File: src/rtl/my_pkg.sv
// Shared types for the instruction-fetch front end.
//   FSM_Control_Enum   : FETCH stage instruction select (NOP bubble or SRAM data)
//   fetch_ctrl_state_e : imem_fetch_ctrl sequencer states
//   IMEM_LAT_MAX       : largest supported SRAM read latency in cycles
package my_pkg;

  typedef enum logic {
    NOP  = 1'b0,
    IMEM = 1'b1
  } FSM_Control_Enum;

  typedef enum logic [2:0] {
    IDLE,
    BOOT,
    ISSUE,
    WAIT,
    DELIVER,
    HALT
  } fetch_ctrl_state_e;

  localparam int IMEM_LAT_MAX    = 7;
  localparam int BOOT_CYCLES_MAX = 15;

endpackage

File: src/rtl/fetch_wait_cnt.sv
// 4-bit loadable down-counter, shared by the boot-settle and memory-latency waits.
//   clk, rst_n : clock, async active-low reset
//   en         : decrement by one (saturates at zero)
//   load       : load load_val (wins over en)
//   load_val   : value to load
//   value      : current count
//   zero       : count is zero
module fetch_wait_cnt (
  input  logic       clk,
  input  logic       rst_n,
  input  logic       en,
  input  logic       load,
  input  logic [3:0] load_val,
  output logic [3:0] value,
  output logic       zero
);

  always_ff @(posedge clk or negedge rst_n) begin
    if (!rst_n) begin
      value <= 4'd0;
    end else if (load) begin
      value <= load_val;
    end else if (en && (value != 4'd0)) begin
      value <= value - 4'd1;
    end
  end

  assign zero = (value == 4'd0);

endmodule

File: src/rtl/imem_fetch_ctrl.sv
// Instruction-memory fetch controller sitting in front of FETCH. Issues one
// outstanding SRAM read at a time at the PC FETCH presents, then tells FETCH
// whether to take the SRAM data or a NOP and when to advance its PC.
//
//   state   | meaning
//   --------+-------------------------------------------------------------
//   IDLE    | out of reset, waiting for START
//   BOOT    | settle delay between START and the first request
//   ISSUE   | presenting a request at PC_add until the SRAM accepts it
//   WAIT    | request accepted, counting down the SRAM latency
//   DELIVER | SRAM data valid; hand it (or a NOP if killed) to FETCH
//   HALT    | misaligned PC seen; parked until START
//
// Ports:
//   CLK, RSTn    : clock, async active-low reset
//   EN           : global enable, 0 freezes everything and silences outputs
//   START        : leave IDLE/HALT and boot
//   PC_add       : PC from FETCH
//   PC_Changed   : FETCH is presenting a redirect target
//   STALL        : IF/ID cannot accept an instruction
//   IMEM_RDY     : SRAM accepts a request this cycle
//   IMEM_REQ     : request valid
//   IMEM_ADDR    : request byte address
//   FSM_SEL      : NOP / IMEM select to FETCH
//   FETCH_EN     : PC register load enable for FETCH
//   BUSY         : state is not IDLE/HALT
//   MISALIGN     : sticky misaligned-PC flag, cleared by START from HALT
module imem_fetch_ctrl
  import my_pkg::*;
#(
  parameter int IMEM_LAT    = 1,
  parameter int BOOT_CYCLES = 4
) (
  input  logic            CLK,
  input  logic            RSTn,
  input  logic            EN,
  input  logic            START,
  input  logic [31:0]     PC_add,
  input  logic            PC_Changed,
  input  logic            STALL,
  input  logic            IMEM_RDY,
  output logic            IMEM_REQ,
  output logic [31:0]     IMEM_ADDR,
  output FSM_Control_Enum FSM_SEL,
  output logic            FETCH_EN,
  output logic            BUSY,
  output logic            MISALIGN
);

  if (IMEM_LAT < 1 || IMEM_LAT > IMEM_LAT_MAX) begin : g_lat_range
    $error("imem_fetch_ctrl: IMEM_LAT out of range");
  end
  if (BOOT_CYCLES < 0 || BOOT_CYCLES > BOOT_CYCLES_MAX) begin : g_boot_range
    $error("imem_fetch_ctrl: BOOT_CYCLES out of range");
  end

  localparam logic [3:0] BOOT_LOAD = (BOOT_CYCLES > 0) ? 4'(BOOT_CYCLES - 1) : 4'd0;
  localparam logic [3:0] LAT_LOAD  = 4'(IMEM_LAT - 1);

  fetch_ctrl_state_e state_q, state_d;
  logic              kill_q, kill_d;
  logic              misalign_q, misalign_d;
  logic              cnt_en, cnt_load;
  logic [3:0]        cnt_load_val, cnt_value;
  logic              cnt_zero;

  fetch_wait_cnt u_wait_cnt (
    .clk      (CLK),
    .rst_n    (RSTn),
    .en       (cnt_en),
    .load     (cnt_load),
    .load_val (cnt_load_val),
    .value    (cnt_value),
    .zero     (cnt_zero)
  );

  always_ff @(posedge CLK or negedge RSTn) begin
    if (!RSTn) begin
      state_q    <= IDLE;
      kill_q     <= 1'b0;
      misalign_q <= 1'b0;
    end else begin
      state_q    <= state_d;
      kill_q     <= kill_d;
      misalign_q <= misalign_d;
    end
  end

  always_comb begin
    state_d      = state_q;
    kill_d       = kill_q;
    misalign_d   = misalign_q;
    cnt_en       = 1'b0;
    cnt_load     = 1'b0;
    cnt_load_val = 4'd0;
    IMEM_REQ     = 1'b0;
    IMEM_ADDR    = 32'd0;
    FSM_SEL      = NOP;
    FETCH_EN     = 1'b0;

    if (EN) begin
      unique case (state_q)
        IDLE, HALT: begin
          if (START) begin
            misalign_d = 1'b0;
            if (BOOT_CYCLES == 0) begin
              state_d = ISSUE;
            end else begin
              state_d      = BOOT;
              cnt_load     = 1'b1;
              cnt_load_val = BOOT_LOAD;
            end
          end
        end

        BOOT: begin
          if (cnt_zero) state_d = ISSUE;
          else          cnt_en  = 1'b1;
        end

        ISSUE: begin
          // A redirect replaces the PC, so alignment is only judged on a PC
          // that FETCH is not about to overwrite.
          if (PC_Changed) begin
            FETCH_EN = 1'b1;
          end else if (PC_add[1:0] != 2'b00) begin
            misalign_d = 1'b1;
            state_d    = HALT;
          end else begin
            IMEM_REQ  = 1'b1;
            IMEM_ADDR = PC_add;
            if (IMEM_RDY) begin
              if (IMEM_LAT == 1) begin
                state_d = DELIVER;
              end else begin
                state_d      = WAIT;
                cnt_load     = 1'b1;
                cnt_load_val = LAT_LOAD;
              end
            end
          end
        end

        WAIT: begin
          // The SRAM cannot cancel, so a redirect only marks the in-flight
          // response as dead; the wait runs to completion regardless.
          cnt_en = 1'b1;
          if (PC_Changed) begin
            FETCH_EN = 1'b1;
            kill_d   = 1'b1;
          end
          // Leave on the cycle the count steps to zero so the data shows up
          // exactly IMEM_LAT cycles after acceptance.
          if (cnt_value <= 4'd1) state_d = DELIVER;
        end

        DELIVER: begin
          if (PC_Changed) begin
            FETCH_EN = 1'b1;
            kill_d   = 1'b0;
            state_d  = ISSUE;
          end else if (kill_q) begin
            kill_d  = 1'b0;
            state_d = ISSUE;
          end else begin
            FSM_SEL = IMEM;
            if (!STALL) begin
              FETCH_EN = 1'b1;
              state_d  = ISSUE;
            end
          end
        end

        default: state_d = IDLE;
      endcase
    end
  end

  assign BUSY     = (state_q != IDLE) && (state_q != HALT);
  assign MISALIGN = misalign_q;

endmodule

File: config.mk
export PLATFORM = sky130hd
export DESIGN_NAME = imem_fetch_ctrl
export DESIGN_NICKNAME = d
export VERILOG_FILES = /design/src/rtl/my_pkg.sv /design/src/rtl/fetch_wait_cnt.sv /design/src/rtl/imem_fetch_ctrl.sv
export SDC_FILE = /design/constraint.sdc
export NUM_CORES = 1
export LEC_CHECK = 0
export BUFFER_PORTS_ARGS = -buffer_cell sky130_fd_sc_hd__buf_2
export CORE_MARGIN = 5
export CORE_UTILIZATION = 35
export CTS_CLUSTER_SIZE = 40
export DETAILED_ROUTE_END_ITERATION = 12
export PLACE_DENSITY = 0.86
export SETUP_SLACK_MARGIN = 0.05
export SLEW_MARGIN = 0
export SYNTH_ARGS = -nofsm -noshare
export SYNTH_HDL_FRONTEND = slang
export SYNTH_SLANG_ARGS = --single-unit
export TNS_END_PERCENT = 10
File: constraint.sdc
create_clock -name CLK -period 2 [get_ports CLK]
set_input_delay 0.4 -clock CLK [delete_from_list [all_inputs] [get_ports CLK]]
set_output_delay 0.4 -clock CLK [all_outputs]
set_load 0.05 [all_outputs]
==> flow_summary.yaml <==
floorplanning:
  start_util_pct: 37.35
  ios: 76
  fp-row-count: 18
  die_area_sq_um: 3830
  die_w_microns: 61.89
  fp.dieH_microns: 61.89
  core_area_sq_um: 2522
place:
  place_congestion: 0.7548
  hpwl_microns: 2457
  dp_slack_ps: 20.26
  port_buffers: 73
  placed_area_sq_um: 1393
  numPlacedInstances: 212
clock_network:
  cts_buffers: 3
  cts_tree: "built"
  cts_root_buffer: "clkbuf_4"
  clk_latency_ps: 250
  cts_sinks: 9
  clkTransAtPathRegs_ps: 60
  clockBufferDepth: 2
  cts_max_level: 1
timing:
  skew_ps: 2.062
  fmax_mhz: 486.5
  finalMaxSlewViolations: 0
  rsz0062_at_grt: "yes"
  setup_viol: 9
  hold_viol_final: 0
  setup_ws_ps: -55.38
  tns_ps: -122.9
  fin_crit_ps: 2055
  period_share_pct: 102.8
synth:
  syn-cell-area_sq_um: 942.2
  yosysMostFrequentCell: "and2_1"
  netlist-cell-type-count: 42
  synth_top_flop_cell: "dfrtp_1"
  synthTopCellsByCount: "and2_1, dfrtp_1, nor2_1, xnor2_1"
  async_flop_share_pct: 100.0
  synth_edf_count: 0
  synth_seq_cells: 9
  synth_top_area_cell: "dfrtp_1"
  synth_top_area_share_pct: 23.90
  yosys-top-cells-area: "dfrtp_1, and2_1, ha_1, xnor2_1, mux2_2"
  yosysWarnings: 0
  seq_area_frac_synth_pct: 23.90
  synthCells: 106
  syn_avg_cell_area_sq_um: 8.888
critical_path:
  endpoint_kind: "output port"
  arrival_ps: 1660
  cp-start-kind: "flip-flop"
  required_ps: 1600
  critPathMaxFanout: 16
  crit_type: "reg2out"
final_layout:
  fin_area_sq_um: 1765
  fin_cells: 221
  fin_nets: 234
  drive_above_1_share_pct: 67.54
  multi_input_area_sq_um: 710.7
  regArea_sq_um: 227.7
  n_fill_cell: 175
  area_delta_synth_final_pct: 87.38
  antenna_cells: 0
power_and_ir_drop:
  vdd_drop_max_mv: 0.7199
  p_total_mw: 1.483
  p_leak_nw: 0.8780
  powerDensity_nw_per_um2: 840.1
global_routing:
  grt.met3_usage_pct: 5.579
  grt_first_pass_wirelength_microns: 4933
  grt_max_degree: 32
  grt_most_used_layer: "met2"
  grt_pass1_vias: 1104
  gr-usage-all-layers_pct: 17.32
  antenna_found_initial: 0
  grtUsageMet1_pct: 21.42
  grtUsageMet2_pct: 28.70
  grt_overflow: 0
detailed_routing:
  drc_errors: 0
  first_pass_iters: 4
  routed_wl_microns: 3611
  wl_per_cell_microns: 16.34
  vias: 1109
  ant_nets: 0
  drtIter0Drc: 36
  vias_per_cell: 5.018
run_status:
  violations: "negative setup slack"
  run_status: "finished, violations left"
job:
  cap_violations: 0
worst_hold_path:
  hp-class: "reg2reg"
## logic make-up after synthesis
family          synth area share (%)
compound gates                 10.23
fa+ha+maj                      3.984
simple gates                   47.15
flops                          23.90
buf+inv                        7.038
xor+xnor                       3.718
other cells                   0.3980
mux                            3.585
## through the flow
step                      util [%]  hold WS [ps]
after floorplan                  -         104.4
after global placement       55.21         260.7
after detailed placement     55.21         265.2
after CTS                    65.23         490.1
after global routing         69.99         517.9
final                        69.99         494.0
## metal layers
layer	vias up	share of wire, %
met5	-	0
met4	0	1.7
met3	6	12
met2	66	51
met1	513	35
li1	524	-
## state kept, by name (all words and copies together) (netlist names)
register and flops:
u_wait_cnt.value 4, state_q 3, MISALIGN 1, kill_q 1
## cells in the final DEF (no fill, tap or decap), drive strengths merged, types with 2 or more instances in the layout
cell    Yosys  routed
nor2        7       7
inv         3       3
xnor2       4       4
or2b        2       2
and2       30      30
nand3b      2       2
ha          3       3
nand2       3       3
dfrtp       9       9
nor4        2       2
clkbuf      5       5
nor3b       3       3
and2b       2       2
nor2b       2       2
buf         3      86
or2         2       2
mux2        3       3
conb        1       2
## worst max-delay path, stage by stage (launching register included)
cell      delay, ps
dfrtp_2         450
nor2b_4         130
and4bb_4        300
buf_12          140
and2_1          190
buf_6           180
## worst paths after layout
path                                      from  cells past startpoint  slack [ps]            end
max reg2reg                u_wait_cnt.value[0]                      6          90     state_q[1]
min reg2reg                           MISALIGN                      1         490       MISALIGN
min in group asynchronous                 RSTn                      2         530         kill_q
max                                 state_q[2]                      5         -60  IMEM_ADDR[15]
max in group asynchronous                 RSTn                      2        1270     state_q[1]
min                                   MISALIGN                      1         490       MISALIGN
## final cells by class
class                           instances  share of cell area (%)
Clock buffer                            4                   1.488
Inverter                                3                  0.6378
Sequential cell                         9                   12.90
Timing Repair Buffer                   88                   42.59
Tap cell                               30                   2.126
Multi-Input combinational cell         87                   40.26
## power by group
part	leakage [nW]	internal, mW	switching [mW]
clock network	0.0150	0.0767	0.0601
logic	0.757	0.475	0.527
registers	0.106	0.266	0.0783
## repair_timing
action	CTS	global route
setup buffers	1	1
gates resized for setup	65	28
hold buffers	1	0
pin swaps	0	10
setup endpoints to repair	36	37
endpoints found under the hold margin	9	0
gates cloned	0	2
No activity file was read; power rests on OpenSTA's default activity.
